$ cat src/rtl/counter_9_sched_if.sv
// -----------------------------------------------------------------------------
// counter_9_sched_if
//   Command channel of the mod-9 run scheduler.
//
//   cmd_valid  master -> slave  command present
//   cmd_ready  slave  -> master command taken at an edge where valid && ready
//   cmd_op     master -> slave  00 START, 01 PAUSE, 10 RESUME, 11 ABORT
//   cmd_laps   master -> slave  lap target, only looked at with START (0 = free-run)
// -----------------------------------------------------------------------------
interface counter_9_sched_if;
   logic       cmd_valid;
   logic       cmd_ready;
   logic [1:0] cmd_op;
   logic [3:0] cmd_laps;

   modport master (
      output cmd_valid,
      output cmd_op,
      output cmd_laps,
      input  cmd_ready
   );

   modport slave (
      input  cmd_valid,
      input  cmd_op,
      input  cmd_laps,
      output cmd_ready
   );
endinterface

$ cat src/rtl/counter_9_sched.sv
// -----------------------------------------------------------------------------
// counter_9_sched
//   Command-driven scheduler around a mod-9 counter (q = 0..8). A START runs
//   the counter for a programmed number of full laps (or free-runs when the
//   target is 0). PAUSE/RESUME freeze and restart it. ABORT drops back to idle.
//   Commands that do not fit the current state are flagged and otherwise ignored.
//
//   clock    in   rising-edge clock
//   reset    in   synchronous, active-high, overrides everything
//   cmd      slave side of counter_9_sched_if (valid/ready/op/laps)
//   q        out  counter value 0..8
//   lap_cnt  out  completed laps of the current or last run, mod 16
//   busy     out  run in progress (RUN, PAUSE and the closing DONE cycle)
//   paused   out  state is PAUSE
//   wrap     out  one-cycle pulse when q goes 8 -> 0
//   done     out  one-cycle pulse while in DONE
//   cmd_err  out  one-cycle pulse after an illegal command was accepted
// -----------------------------------------------------------------------------
module counter_9_sched (
   input  logic                    clock,
   input  logic                    reset,
   counter_9_sched_if.slave        cmd,
   output logic [3:0]              q,
   output logic [3:0]              lap_cnt,
   output logic                    busy,
   output logic                    paused,
   output logic                    wrap,
   output logic                    done,
   output logic                    cmd_err
);

   typedef enum logic [1:0] {
      ST_IDLE  = 2'd0,
      ST_RUN   = 2'd1,
      ST_PAUSE = 2'd2,
      ST_DONE  = 2'd3
   } state_e;

   typedef enum logic [1:0] {
      OP_START  = 2'b00,
      OP_PAUSE  = 2'b01,
      OP_RESUME = 2'b10,
      OP_ABORT  = 2'b11
   } op_e;

   state_e     state;
   op_e        op;
   logic [3:0] target;
   logic [3:0] lap_inc;
   logic       accept;

   assign op      = op_e'(cmd.cmd_op);
   assign lap_inc = lap_cnt + 4'd1;

   // The DONE cycle is the only one in which commands are refused, so ready
   // comes straight off the state register.
   assign cmd.cmd_ready = (state != ST_DONE);
   assign accept        = cmd.cmd_valid && cmd.cmd_ready;

   // NOTE: every register here is assigned with <= so all of them update from
   // the same pre-edge values; a blocking = would let later lines see new values.
   always_ff @(posedge clock) begin
      if (reset) begin
         state   <= ST_IDLE;
         q       <= 4'd0;
         lap_cnt <= 4'd0;
         target  <= 4'd0;
         busy    <= 1'b0;
         paused  <= 1'b0;
         wrap    <= 1'b0;
         done    <= 1'b0;
         cmd_err <= 1'b0;
      end else begin
         // Pulse outputs fall by default and are raised only by their event.
         wrap    <= 1'b0;
         done    <= 1'b0;
         cmd_err <= 1'b0;

         case (state)
            ST_IDLE: begin
               if (accept) begin
                  if (op == OP_START) begin
                     state   <= ST_RUN;
                     q       <= 4'd0;
                     lap_cnt <= 4'd0;
                     target  <= cmd.cmd_laps;
                     busy    <= 1'b1;
                  end else begin
                     cmd_err <= 1'b1;
                  end
               end
            end

            ST_RUN: begin
               // An accepted command replaces the increment, even at q = 8,
               // so a PAUSE/ABORT there swallows the wrap and the lap.
               if (accept) begin
                  case (op)
                     OP_PAUSE: begin
                        state  <= ST_PAUSE;
                        paused <= 1'b1;
                     end
                     OP_ABORT: begin
                        state <= ST_IDLE;
                        q     <= 4'd0;
                        busy  <= 1'b0;
                     end
                     default: cmd_err <= 1'b1;
                  endcase
               end else if (q == 4'd8) begin
                  q       <= 4'd0;
                  wrap    <= 1'b1;
                  lap_cnt <= lap_inc;
                  if (target != 4'd0 && lap_inc == target) begin
                     state <= ST_DONE;
                     done  <= 1'b1;
                  end
               end else begin
                  q <= q + 4'd1;
               end
            end

            ST_PAUSE: begin
               if (accept) begin
                  case (op)
                     OP_RESUME: begin
                        state  <= ST_RUN;
                        paused <= 1'b0;
                     end
                     OP_ABORT: begin
                        state  <= ST_IDLE;
                        q      <= 4'd0;
                        busy   <= 1'b0;
                        paused <= 1'b0;
                     end
                     default: cmd_err <= 1'b1;
                  endcase
               end
            end

            ST_DONE: begin
               // busy is held through the DONE cycle and drops on the way
               // back to IDLE, so a run appears as one contiguous busy window.
               state <= ST_IDLE;
               busy  <= 1'b0;
            end

            default: state <= ST_IDLE;
         endcase
      end
   end

endmodule

$ cat src/flat_wrapper.sv
// flat-port wrapper written by rule: the top's interface ports become plain ports
module counter_9_sched_flat 
  (clock, reset, q, lap_cnt, busy, paused, wrap, done, cmd_err, cmd_cmd_valid, cmd_cmd_op, cmd_cmd_laps, cmd_cmd_ready);
  counter_9_sched_if cmd_i ();
  input  logic clock;
  input  logic reset;
  output logic [3:0] q;
  output logic [3:0] lap_cnt;
  output logic busy;
  output logic paused;
  output logic wrap;
  output logic done;
  output logic cmd_err;
  input wire logic [$bits(cmd_i.cmd_valid)-1:0] cmd_cmd_valid;
  input wire logic [$bits(cmd_i.cmd_op)-1:0] cmd_cmd_op;
  input wire logic [$bits(cmd_i.cmd_laps)-1:0] cmd_cmd_laps;
  output wire logic [$bits(cmd_i.cmd_ready)-1:0] cmd_cmd_ready;
  assign cmd_i.cmd_valid = cmd_cmd_valid;
  assign cmd_i.cmd_op = cmd_cmd_op;
  assign cmd_i.cmd_laps = cmd_cmd_laps;
  assign cmd_cmd_ready = cmd_i.cmd_ready;
  counter_9_sched u_core (.clock(clock), .reset(reset), .cmd(cmd_i), .q(q), .lap_cnt(lap_cnt), .busy(busy), .paused(paused), .wrap(wrap), .done(done), .cmd_err(cmd_err));
endmodule
$ cat config.mk
export PLATFORM = sky130hd
export DESIGN_NAME = counter_9_sched_flat
export DESIGN_NICKNAME = d
export VERILOG_FILES = /design/src/rtl/counter_9_sched_if.sv /design/src/rtl/counter_9_sched.sv /design/src/flat_wrapper.sv
export SDC_FILE = /design/constraint.sdc
export NUM_CORES = 1
export LEC_CHECK = 0
export BUFFER_PORTS_ARGS = -buffer_cell sky130_fd_sc_hd__buf_2
export CAP_MARGIN = 20
export CORE_ASPECT_RATIO = 0.6
export CORE_MARGIN = 2
export CORE_UTILIZATION = 49
export CTS_BUF_LIST = sky130_fd_sc_hd__clkbuf_2 sky130_fd_sc_hd__clkbuf_4 sky130_fd_sc_hd__clkbuf_8
export DETAILED_ROUTE_END_ITERATION = 12
export PLACE_DENSITY = 0.82
export SLEW_MARGIN = 20
export SYNTH_ARGS = -nofsm -noshare
export SYNTH_HDL_FRONTEND = slang
export SYNTH_SLANG_ARGS = --single-unit
$ cat constraint.sdc
create_clock -name clock -period 4.3 [get_ports clock]
set_input_delay 0.86 -clock clock [delete_from_list [all_inputs] [get_ports clock]]
set_output_delay 0.86 -clock clock [all_outputs]
set_load 0.03 [all_outputs]
Yosys cells after proc, flatten, opt, wreduce, memory -nomap -nowiden
Index checks and enable logic that the tools add are counted.

operators by class
  muxes and demuxes = 38
  reductions and logical operators = 19
  bitwise logic cells = 2
  equality and inequality tests = 23
  add/sub/neg operators = 2

operator list
  operator             number
  $mux 4               8
  $mux 1               16
  $ne 2x1->1 const B   7
  $mux 2               6
  $pmux 4 s3           1
  $reduce_and 5->1     2
  $ne 3x1->1 const B   3
  $add 4x1->4 const B  2
  $eq 2x2->1 const B   4
  $ne 2x2->1 const B   4
  $pmux 2 s2           2
  $pmux 2 s4           1
  $pmux 4 s2           1
  $reduce_and 4->1     2
  $reduce_and 7->1     1
  $pmux 1 s3           2
  $reduce_or 2->1      3
  $eq 2x1->1 const B   2
  $eq 4x4->1           1
  $eq 4x4->1 const B   1
  $logic_not 2->1      2
  $ne 4x4->1 const B   1
  $reduce_bool 2->1    2
  $reduce_bool 4->1    1
  other kinds (7)      9

storage, ports and cells
  bits in registers = 19
  word-level logic and storage cells = 93
  output and inout bits = 14

Longest topological paths before layout
  word-level depth = 7
  mapped depth = 8
  depth with buffers taken out = 7

Worst setup path after synthesis
No wires, ideal clock.

  path kind = input to register
  start = in cmd_cmd_op[1]
  end = reg u_core.state[1]
  stages = 5
  arrival time = 2,006 ps
  required time = 4,172 ps
  setup time = 128 ps
  path slack = 2,166 ps
  path through = or4b_4 > a221oi_4 > nand3_2 > mux2i_1 > o211ai_1

between the ends
  word-level cells in the longest chain between the ends = 4
  elaborated cells on any way between the ends = 11

RTL lines
  what                                      RTL line                                       RTL
  start: declaration                        flat_wrapper.sv:15                             input wire logic [$bits(cmd_i.cmd_op)-1:0] cmd_cmd_op;
  $eq 2x2->1 or $eq 2x1->1 (tied branches)  counter_9_sched.sv:98, counter_9_sched.sv:125
  $pmux 2 s2                                counter_9_sched.sv:98                          case (op)
  $mux 2                                    counter_9_sched.sv:97                          if (accept) begin
  $pmux 2 s4                                counter_9_sched.sv:79                          case (state)
  end signal: assignment                    counter_9_sched.sv:83                          state <= ST_RUN;
  end signal: assignment                    counter_9_sched.sv:100                         state <= ST_PAUSE;
  end signal: assignment                    counter_9_sched.sv:127                         state <= ST_RUN;
  end: declaration                          counter_9_sched.sv:46                          state_e state;

Several ways; a longest one is shown, not always the timed one. The select of a mux whose other input is x is not followed.
A chain may end at the register's enable or synchronous reset.

Worst setup path in the final report
  start = reg u_core.state[1]
  end = reg u_core.q[3]

between the ends
  word-level cells in the longest chain between the ends = 4
  elaborated cells on any way between the ends = 12

RTL lines
  what                                            RTL line                RTL
  start signal: assignment                        counter_9_sched.sv:64   state <= ST_IDLE;
  start signal: assignment                        counter_9_sched.sv:83
  start signal: assignment                        counter_9_sched.sv:100
  $ne 2x2->1                                      counter_9_sched.sv:57   assign cmd.cmd_ready = (state != ST_DONE);
  $logic_and 1x1->1                               counter_9_sched.sv:58   assign accept = cmd.cmd_valid && cmd.cmd_ready;
  $mux 4 or $ne 2x1->1 (tied branches)            -
  $pmux 4 s3 or $reduce_and 4->1 (tied branches)  -
  end signal: assignment                          counter_9_sched.sv:119  q <= q + 4'd1;
  end: declaration                                counter_9_sched.sv:23   output logic [3:0] q,

Several ways; a longest one is shown, not always the timed one.

==> results.json <==
{
  "outcome": "completed",
  "end_kind": "flop",
  "wirelength_mm": 2.80,
  "cp_cell_sequence": "inv_1, ha_1, inv_1, or3_1, nor3b_1, a41oi_1, nor3_1",
  "switchingPower_uw": 156,
  "post_cts_buffers": 0,
  "layout-drive-gt1-share_pct": 18.2,
  "crit_cells": 7,
  "r2r_setup_slack_ps": 2100,
  "rows": 13,
  "syn_area_per_cell_um2": 8.45,
  "totalNegativeSetupSlack_ps": 0,
  "core_area_mm2": 0.00221,
  "setup_viol": 0,
  "skew_ps": 7.33,
  "pwr-share-comb_pct": 30.9,
  "hold_viol": 0,
  "rsz0062_at_grt": "false",
  "timing.rr.end": "u_core.q[3]$_SDFFE_PP0P_",
  "layout_commonest_cell": "buf_2",
  "seqCellArea_um2": 380,
  "clock-root-buffer": "clkbuf_8",
  "maxCapViolCount": 0,
  "vias_per_cell": 6.10,
  "final_cells": 189,
  "synth_area_leaders": "dfxtp_1, ha_1, nor2_1",
  "dr.first_iter.drc_count": 90,
  "p_per_area_mw_per_mm2": 351,
  "fp.dieW_um": 67.0,
  "fillerInstances": 198,
  "ys_ff_latch": 19,
  "worstSetupPathType": "reg2reg",
  "syn_area_mm2": 0.00117,
  "pwr-share-clk_pct": 27.9,
  "initial_core_util_pct": 52.7,
  "routabilityCongestion": 0.902,
  "htreeDepth": 1,
  "path_max_fanout": 10,
  "syn_inst": 138,
  "syn_nets": 155,
  "fin_crit_sh_pct": 51.2,
  "grt_pass1_wl_mm": 4.46,
  "post-place-cells": 185,
  "cts_num_sinks": 19,
  "p_int_uw": 315,
  "hold_class": "reg2reg",
  "drc": 0,
  "synth_flop_cell": "dfxtp_1",
  "wl_per_cell_um": 14.8,
  "worst-path-buf-inv": 2,
  "reg2reg_depth": 7,
  "grt_pass1_vias": 930,
  "min_period_ps": 2200,
  "worst_pin_slew_ps": 482,
  "required_ps": 4490,
  "cts_resized": 0,
  "vias": 1153,
  "startpoint": "u_core.state[1]$_SDFFE_PP0P_",
  "portBuffers": 22,
  "clk_latency_ps": 260,
  "slowest_stage": "or3_1",
  "seqPwrFrac_pct": 41.2,
  "slew_headroom_pct": 67.4,
  "power_uw": 471,
  "dr.pass1.iters": 4,
  "whs_ps": 507,
  "diodes": 0,
  "crit_top_cell": "inv_1",
  "cts_made_buffers": 3,
  "grt_use_met3_pct": 7.86,
  "cp_top_family": "simple AND/OR/NAND/NOR gates",
  "rr_startpoint": "u_core.state[1]$_SDFFE_PP0P_",
  "peakVddDrop_mv": 0.247,
  "start_kind": "flop",
  "drtAntennaViolNets": 0,
  "dp_hpwl_mm": 2.06,
  "multi_input_area_um2": 742,
  "synth_edf_count": 0,
  "clockBufferDepth": 2,
  "postCtsHoldBufs": 0,
  "yosysWarnings": 0,
  "layout_common_cells": "buf_2, nor2_1, dfxtp_1",
  "chipHeight_um": 41.8,
  "swShare_pct": 33.2,
  "arrival_ps": 2390,
  "ys_types": 40,
  "grtUsageMet2_pct": 28.0,
  "cts_tree": "done",
  "grt_use_met1_pct": 31.8,
  "fin_nets": 177,
  "yosysSeqAreaShare_pct": 32.6,
  "yosysTopAreaCell": "dfxtp_1",
  "grt_overflow": 0,
  "cp_slowest_stage_delay_ps": 440,
  "area_growth_pct": 15.0,
  "antenna_found_initial": 0,
  "die-area_mm2": 0.00280,
  "clkTransAtPathRegs_ps": 70,
  "io_pins": 23,
  "synth_top_cell_area_share_pct": 32.6,
  "fmax_mhz": 455,
  "leakagePower_nw": 0.583,
  "top_usage_layer": "met1",
  "async_flop_share_pct": 0,
  "slew_viol_final": 0,
  "track_usage_pct": 21.1,
  "crit_path_end": "u_core.q[3]$_SDFFE_PP0P_",
  "grt_max_degree": 21
}
## layout make-up
| class | count | area share [%] |
|---|---|---|
| Sequential cell | 19 | 28.4 |
| Inverter | 6 | 1.68 |
| Timing Repair Buffer | 22 | 8.21 |
| Clock buffer | 4 | 3.64 |
| Multi-Input combinational cell | 108 | 55.3 |
| Tap cell | 30 | 2.80 |
## cell families after synthesis
logic type	Yosys count	share of synthesized area (%)
simple gates	59	27.7
compound gates	29	17.6
flops	19	32.6
buf+inv	11	3.76
fa+ha+maj	8	8.58
mux	7	6.01
xor+xnor	5	3.76
## synthesized netlist by cell type, types with 2 or more instances
cell,number
nor2_1,21
dfxtp_1,19
a21oi_1,9
ha_1,8
mux2i_1,7
inv_1,6
nand2_1,6
nor3_1,6
nand3_1,4
nor2b_1,4
o21ai_0,4
a31oi_1,3
clkbuf_1,3
o21a_1,3
xnor2_1,3
buf_2,2
nand2b_1,2
nand3b_1,2
nor3b_1,2
o211ai_1,2
or3_1,2
xor2_1,2
## sequential cells by signal, indices dropped and copies added (netlist names)
register,count
u_core.busy,1
u_core.q,4
u_core.done,1
u_core.paused,1
u_core.cmd_err,1
u_core.target,4
u_core.lap_cnt,4
u_core.wrap,1
u_core.state,2
## through the flow
step / utilization (%) / worst slack [ps] / cell area, µm²
after floorplan: - / 2170 / 1170
after global placement: 58.4 / 1980 / 1290
after detailed placement: 58.4 / 1910 / 1290
after CTS: 60.6 / 2150 / 1340
after global routing: 60.6 / 1890 / 1340
final: 60.6 / 2100 / 1340
## how the worst min path moves through the flow
stage / startpoint / end / depth (start not counted)
after global placement: u_core.busy$_SDFFE_PP0P_ / u_core.busy$_SDFFE_PP0P_ / 2
after floorplan: u_core.target[3]$_SDFFE_PP0P_ / u_core.target[3]$_SDFFE_PP0P_ / 2
final: u_core.paused$_SDFFE_PP0P_ / u_core.paused$_SDFFE_PP0P_ / 2
after CTS: u_core.busy$_SDFFE_PP0P_ / u_core.busy$_SDFFE_PP0P_ / 2
after detailed placement: u_core.busy$_SDFFE_PP0P_ / u_core.busy$_SDFFE_PP0P_ / 2
after global routing: u_core.paused$_SDFFE_PP0P_ / u_core.paused$_SDFFE_PP0P_ / 2
## worst register-to-register path, cell delays in order, from the launching register on
cell     delay, ps
dfxtp_1        340
inv_1          140
ha_1           410
inv_1          110
or3_1          440
nor3b_1        370
a41oi_1        180
nor3_1         150
## layer usage
| metal | routed length [µm] | part of all wire [%] |
|---|---|---|
| met1 | 1300 | 46 |
| met2 | 1180 | 42 |
| met3 | 290 | 10 |
| met4 | 31 | 1.1 |
| met5 | 0 | 0 |
## power groups by stage
stage | Clock [mW] | Combinational (mW) | Sequential (mW)
after floorplan | 0 | 0.0979 | 0.209
after CTS | 0.134 | 0.143 | 0.194
final | 0.132 | 0.146 | 0.194
after detailed placement | 0 | 0.141 | 0.198
after global routing | 0.143 | 0.156 | 0.195
after global placement | 0 | 0.137 | 0.197
Power figures use the tool's default switching activity.
